`src/rtl/addr_decode_sched.sv`:
```
`default_nettype none
// ============================================================================
// Module   : addr_decode_sched
// Purpose  : Shares one rule-based address decoder among NoReq requesters.
//            A round-robin arbiter grants one valid request per cycle. The
//            winner's address is matched against the active rule map. The
//            result goes into a one-entry registered response slot.
//            A software-written shadow map is copied to the active map only
//            after the slot has drained, so a response always carries the
//            map that was active when it was granted.
// Revision : 1.0 - initial release
// ----------------------------------------------------------------------------
// Ports
//   clk_i, rst_i              : clock, synchronous active-high reset
//   req_valid_i / req_ready_o : per-requester request / one-hot grant
//   req_addr_i                : per-requester address
//   rsp_valid_o / rsp_ready_i : response slot handshake
//   rsp_req_o                 : requester the response belongs to
//   rsp_idx_o, rsp_error_o    : decoded index, no-match error
//   cfg_valid_i / cfg_ready_o : shadow rule write handshake
//   cfg_rule_i, cfg_idx_i     : rule slot and target index
//   cfg_start_i, cfg_end_i    : rule range [start, end)
//   cfg_commit_i              : request shadow -> active copy
//   en_default_idx_i          : map unmatched addresses to default_idx_i
//   default_idx_i             : default index
// Build option
//   ADDR_DECODE_SCHED_DEFAULT_IDX_EN : enables default-index mapping; when
//   undefined, unmatched addresses always return idx 0 with error set.
// ============================================================================
module addr_decode_sched #(
    parameter  int NoReq     = 4,
    parameter  int NoIndices = 2,
    parameter  int NoRules   = 3,
    parameter  int AddrWidth = 12,
    localparam int ReqW      = $clog2(NoReq),
    localparam int IdxW      = (NoIndices > 1) ? $clog2(NoIndices) : 1,
    localparam int RuleW     = (NoRules > 1) ? $clog2(NoRules) : 1
) (
    input  logic                            clk_i,
    input  logic                            rst_i,
    input  logic [NoReq-1:0]                req_valid_i,
    output logic [NoReq-1:0]                req_ready_o,
    input  logic [NoReq-1:0][AddrWidth-1:0] req_addr_i,
    output logic                            rsp_valid_o,
    input  logic                            rsp_ready_i,
    output logic [ReqW-1:0]                 rsp_req_o,
    output logic [IdxW-1:0]                 rsp_idx_o,
    output logic                            rsp_error_o,
    input  logic                            cfg_valid_i,
    output logic                            cfg_ready_o,
    input  logic [RuleW-1:0]                cfg_rule_i,
    input  logic [IdxW-1:0]                 cfg_idx_i,
    input  logic [AddrWidth-1:0]            cfg_start_i,
    input  logic [AddrWidth-1:0]            cfg_end_i,
    input  logic                            cfg_commit_i,
    input  logic                            en_default_idx_i,
    input  logic [IdxW-1:0]                 default_idx_i
);

    typedef enum logic [1:0] {
        RUN    = 2'd0,
        DRAIN  = 2'd1,
        COMMIT = 2'd2
    } state_e;

    state_e               state_q;
    logic                 cfg_ready_q;
    logic [ReqW-1:0]      rr_q;
    logic                 rsp_valid_q;
    logic [ReqW-1:0]      rsp_req_q;
    logic [IdxW-1:0]      rsp_idx_q;
    logic                 rsp_error_q;

    logic [AddrWidth-1:0] shd_start_q [NoRules];
    logic [AddrWidth-1:0] shd_end_q   [NoRules];
    logic [IdxW-1:0]      shd_idx_q   [NoRules];
    logic [AddrWidth-1:0] act_start_q [NoRules];
    logic [AddrWidth-1:0] act_end_q   [NoRules];
    logic [IdxW-1:0]      act_idx_q   [NoRules];

    logic                 w_pop;
    logic                 w_slot_free;
    logic                 w_can_grant;
    logic                 w_found;
    logic [ReqW-1:0]      w_cand;
    logic [ReqW-1:0]      w_winner;
    logic [NoReq-1:0]     w_grant;
    logic [ReqW-1:0]      rr_d;
    logic [AddrWidth-1:0] w_addr;
    logic                 w_hit;
    logic [IdxW-1:0]      w_hit_idx;
    logic [IdxW-1:0]      dec_idx_d;
    logic                 dec_err_d;

    assign w_pop       = rsp_valid_q & rsp_ready_i;
    assign w_slot_free = ~rsp_valid_q | rsp_ready_i;
    // Gated by reset so no requester sees a grant that the reset discards.
    assign w_can_grant = w_slot_free & (state_q == RUN) & ~rst_i;

    // Round-robin search: first valid requester at or after rr_q.
    always_comb begin : arb
        w_found  = 1'b0;
        w_winner = '0;
        w_cand   = '0;
        for (int k = 0; k < NoReq; k++) begin
            w_cand = ReqW'((int'(rr_q) + k) % NoReq);
            if (!w_found && req_valid_i[w_cand]) begin
                w_found  = 1'b1;
                w_winner = w_cand;
            end
        end
    end

    always_comb begin : grant
        w_grant = '0;
        if (w_can_grant && w_found) begin
            w_grant[w_winner] = 1'b1;
        end
    end

    assign req_ready_o = w_grant;
    assign rr_d        = (w_winner == ReqW'(NoReq - 1)) ? '0 : w_winner + 1'b1;

    // Ascending scan so the highest-numbered matching rule is the one kept.
    // A rule with start >= end can never satisfy both compares.
    assign w_addr = req_addr_i[w_winner];

    always_comb begin : decode
        w_hit     = 1'b0;
        w_hit_idx = '0;
        for (int r = 0; r < NoRules; r++) begin
            if ((act_start_q[r] <= w_addr) && (w_addr < act_end_q[r])) begin
                w_hit     = 1'b1;
                w_hit_idx = act_idx_q[r];
            end
        end
    end

`ifdef ADDR_DECODE_SCHED_DEFAULT_IDX_EN
    assign dec_idx_d = w_hit ? w_hit_idx : (en_default_idx_i ? default_idx_i : '0);
    assign dec_err_d = ~w_hit & ~en_default_idx_i;
`else
    assign dec_idx_d = w_hit ? w_hit_idx : '0;
    assign dec_err_d = ~w_hit;

    logic unused_default;
    assign unused_default = ^{en_default_idx_i, default_idx_i};
`endif

    always_ff @(posedge clk_i) begin
        if (rst_i) begin
            state_q     <= RUN;
            cfg_ready_q <= 1'b1;
            rr_q        <= '0;
            rsp_valid_q <= 1'b0;
            rsp_req_q   <= '0;
            rsp_idx_q   <= '0;
            rsp_error_q <= 1'b0;
            for (int r = 0; r < NoRules; r++) begin
                shd_start_q[r] <= '0;
                shd_end_q[r]   <= '0;
                shd_idx_q[r]   <= '0;
                act_start_q[r] <= '0;
                act_end_q[r]   <= '0;
                act_idx_q[r]   <= '0;
            end
        end else begin
            // Response slot: a grant refills it (covering a same-cycle pop).
            if (|w_grant) begin
                rsp_valid_q <= 1'b1;
                rsp_req_q   <= w_winner;
                rsp_idx_q   <= dec_idx_d;
                rsp_error_q <= dec_err_d;
                rr_q        <= rr_d;
            end else if (w_pop) begin
                rsp_valid_q <= 1'b0;
            end

            case (state_q)
                RUN: begin
                    // Out-of-range rule numbers match no slot and are dropped.
                    if (cfg_valid_i) begin
                        for (int r = 0; r < NoRules; r++) begin
                            if (cfg_rule_i == RuleW'(r)) begin
                                shd_start_q[r] <= cfg_start_i;
                                shd_end_q[r]   <= cfg_end_i;
                                shd_idx_q[r]   <= cfg_idx_i;
                            end
                        end
                    end
                    if (cfg_commit_i) begin
                        state_q     <= DRAIN;
                        cfg_ready_q <= 1'b0;
                    end
                end
                DRAIN: begin
                    // Copy only once the in-flight response has left.
                    if (w_slot_free) begin
                        for (int r = 0; r < NoRules; r++) begin
                            act_start_q[r] <= shd_start_q[r];
                            act_end_q[r]   <= shd_end_q[r];
                            act_idx_q[r]   <= shd_idx_q[r];
                        end
                        state_q <= COMMIT;
                    end
                end
                COMMIT: begin
                    state_q     <= RUN;
                    cfg_ready_q <= 1'b1;
                end
                default: begin
                    state_q     <= RUN;
                    cfg_ready_q <= 1'b1;
                end
            endcase
        end
    end

    assign rsp_valid_o = rsp_valid_q;
    assign rsp_req_o   = rsp_req_q;
    assign rsp_idx_o   = rsp_idx_q;
    assign rsp_error_o = rsp_error_q;
    assign cfg_ready_o = cfg_ready_q;

endmodule
`default_nettype wire
```
`config.mk`:
```
export PLATFORM = sky130hd
export DESIGN_NAME = addr_decode_sched
export DESIGN_NICKNAME = d
export VERILOG_FILES = /design/src/rtl/addr_decode_sched.sv
export SDC_FILE = /design/constraint.sdc
export NUM_CORES = 1
export LEC_CHECK = 0
export BUFFER_PORTS_ARGS = -buffer_cell sky130_fd_sc_hd__buf_2
export CORE_MARGIN = 3
export CORE_UTILIZATION = 44
export CTS_BUF_LIST = sky130_fd_sc_hd__clkbuf_8
export CTS_CLUSTER_DIAMETER = 40
export DETAILED_ROUTE_END_ITERATION = 7
export PLACE_DENSITY_LB_ADDON = 0.3
export SYNTH_ARGS = -nofsm -noshare
export SYNTH_HDL_FRONTEND = slang
export SYNTH_SLANG_ARGS = --single-unit
export TNS_END_PERCENT = 50
```
`constraint.sdc`:
```
create_clock -name clk_i -period 7.39 [get_ports clk_i]
set_input_delay 0.739 -clock clk_i [delete_from_list [all_inputs] [get_ports clk_i]]
set_output_delay 0.739 -clock clk_i [all_outputs]
set_load 0.05 [all_outputs]
```
==> impl_metrics.toml <==
[global_routing]
grt_pass1_wl_mm = 25.4
grt_antenna_before_repair = 0
overflow = 0
grt_max_degree = 77
grtUsageTotal_pct = 16.5
grt_pass1_vias = 5096

[placement]
gp_congestion = 0.925
portBuffers = 93
post-dp-hpwl_mm = 11.3
pre_cts_ws_ns = 2.30

[min_path]
holdPathStages = 1
hold_class = "reg2reg"

[pwr]
pwr-share-seq_pct = 50.4
p_clk_share_pct = 27.8
intPower_mw = 1.52
power_frac_comb_pct = 21.8
swShare_pct = 29.4
power_mw = 2.15
max-vdd-ir-drop_mv = 0.112
p_per_area_nw_per_um2 = 237
p_switching_mw = 0.632
leakagePower_nw = 3.83

[worst_setup_path]
reg2reg_slack_ns = 2.88
cp_slowest_stage_delay_ns = 0.66
crit_path_end_kind = "flop"
cp.arrival_ns = 4.95
slowest_stage = "or4b_1"
crit_type = "in2reg"
reg2regPathDepth = 15
crit_fanout = 20
worstPathCellList = "buf_2 > nor2b_1 > or4b_1 > nand2_1 > buf_4 > mux2i_1 > mux2_2 > ha_1 > a21o_1 > a2111oi_0 > o21ai_0 > o21ba_2 > a211oi_1 > a21boi_1 > a311oi_1 > o31ai_1"
cp.required_ns = 7.73
start_kind = "input pin"

[yosys]
synth.cell_area_um2 = 7910
async_reset_ff_share_pct = 0
yosysSeqAreaShare_pct = 59.5
synth_area_leaders = "edfxtp_1 (57%), ha_1 (11%), and2_1 (8.3%)"
syn_area_per_cell_um2 = 13.0
synth_top_area_share_pct = 57.0
ys_types = 49
synthCells = 609
ys_ff_latch = 160
ys_warn_count = 0
synth_fp_nets = 766
synth_edf_count = 150
yosys.area.top_type = "edfxtp_1"
synthFlopType = "edfxtp_1"

[flow_run]
cap_violations = 0

[finish]
syn2layout_area_growth_pct = 14.7
diodes = 0
drive_gt1_share_pct = 20.9
nets = 867
final_util_pct = 52.0

[sta]
fin_setup_tns_ns = 0
slew_headroom_pct = 36.6
slew_viol_final = 0
max_freq_mhz = 217
period_share_pct = 62.3
worst_slack_ns = 2.79
rsz0062_at_grt = "no"
period_needed_ns = 4.60
clock_skew_ns = 0.00745
setup_viol = 0
finalHoldViolations = 0
worst_slew_pin_slew_ns = 0.951

[floorplan]
die_x_um = 140
core.rowCount = 48
die_h_um = 140
ios = 96
dieArea_um2 = 19600
core-area_um2 = 17400
initial_core_util_pct = 45.4

[clocking]
post_cts_buffers = 0
numCtsBuffers = 17
h-tree-depth = 4
cts_sinks = 160
cts_resized = 0
clock_latency_ns = 0.46
clk_pin_slew_ns = 0.08
clock_path_buffers = 2
cts_tree = "built"
cts_root_buf = "clkbuf_8"
hold_buffers = 0

[routing]
drt_iter0_markers = 274
route.vias.total = 4860
wire_per_inst_um = 16.6
firstDrtPassIters = 4
wirelength_mm = 15.7
vias_per_cell = 5.13
antenna_left = 0
drc = 0

[outcome]
status = "finished, final reports clean"
==> kinds of logic after synthesis <==
family / synth area share [%]
and+or+nand+nor: 13.9
DFF: 59.5
AOI/OAI and AO/OA: 7.30
buffers and inverters: 3.47
adders and majority gates: 11.4
muxes: 4.21
xor gates and xnor gates: 0.222
==> critical path, delay by kind of cell <==
kind,cells,cell delay (ns)
AO/OA/AOI/OAI,8,1.85
AND/OR/NAND/NOR,3,1.08
buffers and inverters,2,0.49
multiplexers,2,0.48
adder cells (fa/ha/maj),1,0.32
==> stage by stage <==
stage                     hold WS [ns]  std cells  area, µm²
final                            0.487        948       9060
after global placement           0.449        916       8690
after floorplan                  0.465        609       7910
after detailed placement         0.465        916       8690
after global routing             0.514        948       9060
after CTS                        0.485        948       9060
==> synthesized netlist by cell type, drive strengths merged (2+ instances only) <==
library cell / instances
a211o: 3
a211oi: 5
a21bo: 2
a21o: 11
a21oi: 20
a221oi: 3
a311oi: 2
a32oi: 2
and2: 105
and3: 2
buf: 5
clkbuf: 14
dfxtp: 10
edfxtp: 150
ha: 71
inv: 53
mux2: 10
mux2i: 22
nand2: 13
nand2b: 5
nand3: 6
nand3b: 2
nand4: 12
nor2: 22
nor2b: 9
nor3: 3
nor3b: 2
nor4: 4
o2111ai: 2
o211ai: 6
o21ai: 12
o31ai: 5
or4: 2
xnor2: 2
==> power by group through the flow <==
| stage | Sequential [mW] | Combinational (mW) | Clock (mW) |
|---|---|---|---|
| after floorplan | 1.12 | 0.311 | 0 |
| after global placement | 1.10 | 0.448 | 0 |
| after detailed placement | 1.10 | 0.466 | 0 |
| after CTS | 1.08 | 0.472 | 0.615 |
| after global routing | 1.09 | 0.528 | 0.657 |
| final | 1.08 | 0.468 | 0.598 |
==> per-layer routing <==
| metal | wire (µm) | vias up | share of wire (%) | GRT usage [%] |
|---|---|---|---|---|
| met5 | 0 | - | 0 | 0 |
| met4 | 305 | 0 | 1.9 | 6.94 |
| met3 | 819 | 29 | 5.2 | 3.93 |
| met2 | 7430 | 129 | 47 | 27.2 |
| met1 | 7140 | 2287 | 45 | 21.1 |
| li1 | - | 2415 | - | - |
==> layout by cell type (no fill, tap or decap), types with 9 or more instances in the layout <==
cell        n
clkbuf_8   17
ha_1       71
mux2i_1    22
o21ai_0    11
a21o_1     11
mux2_2     10
nor2b_1     9
and2_1    105
a21oi_1    20
buf_2      93
inv_1      53
nand4_1    12
dfxtp_1    10
nand2_1    13
nor2_1     22
edfxtp_1  150
==> worst paths after layout <==
path | from | to
worst max register to register | rr_q[0] | rsp_idx_o
worst max-delay path | req_valid_i[2] | rsp_idx_o
worst min register to register | cfg_ready_o | cfg_ready_o
worst min-delay path | cfg_ready_o | cfg_ready_o
==> final cells by class <==
cell class	instances	area, µm²
Fill cell	1491	8350
Sequential cell	160	4700
Multi-Input combinational cell	377	2980
Timing Repair Buffer	101	526
Tap cell	225	282
Clock buffer	17	234
Inverter	53	199
Clock inverter	15	136
==> sequential cells by signal (all words and copies together) (netlist names) <==
| signal | flops |
|---|---|
| act_end_q | 36 |
| act_start_q | 36 |
| shd_end_q | 36 |
| shd_start_q | 36 |
| act_idx_q | 3 |
| shd_idx_q | 3 |
| rr_q | 2 |
| rsp_req_o | 2 |
| state_q | 2 |
| cfg_ready_o | 1 |
| rsp_error_o | 1 |
| rsp_idx_o | 1 |
| rsp_valid_o | 1 |
Note: power is estimated with default switching activity, not from simulation.
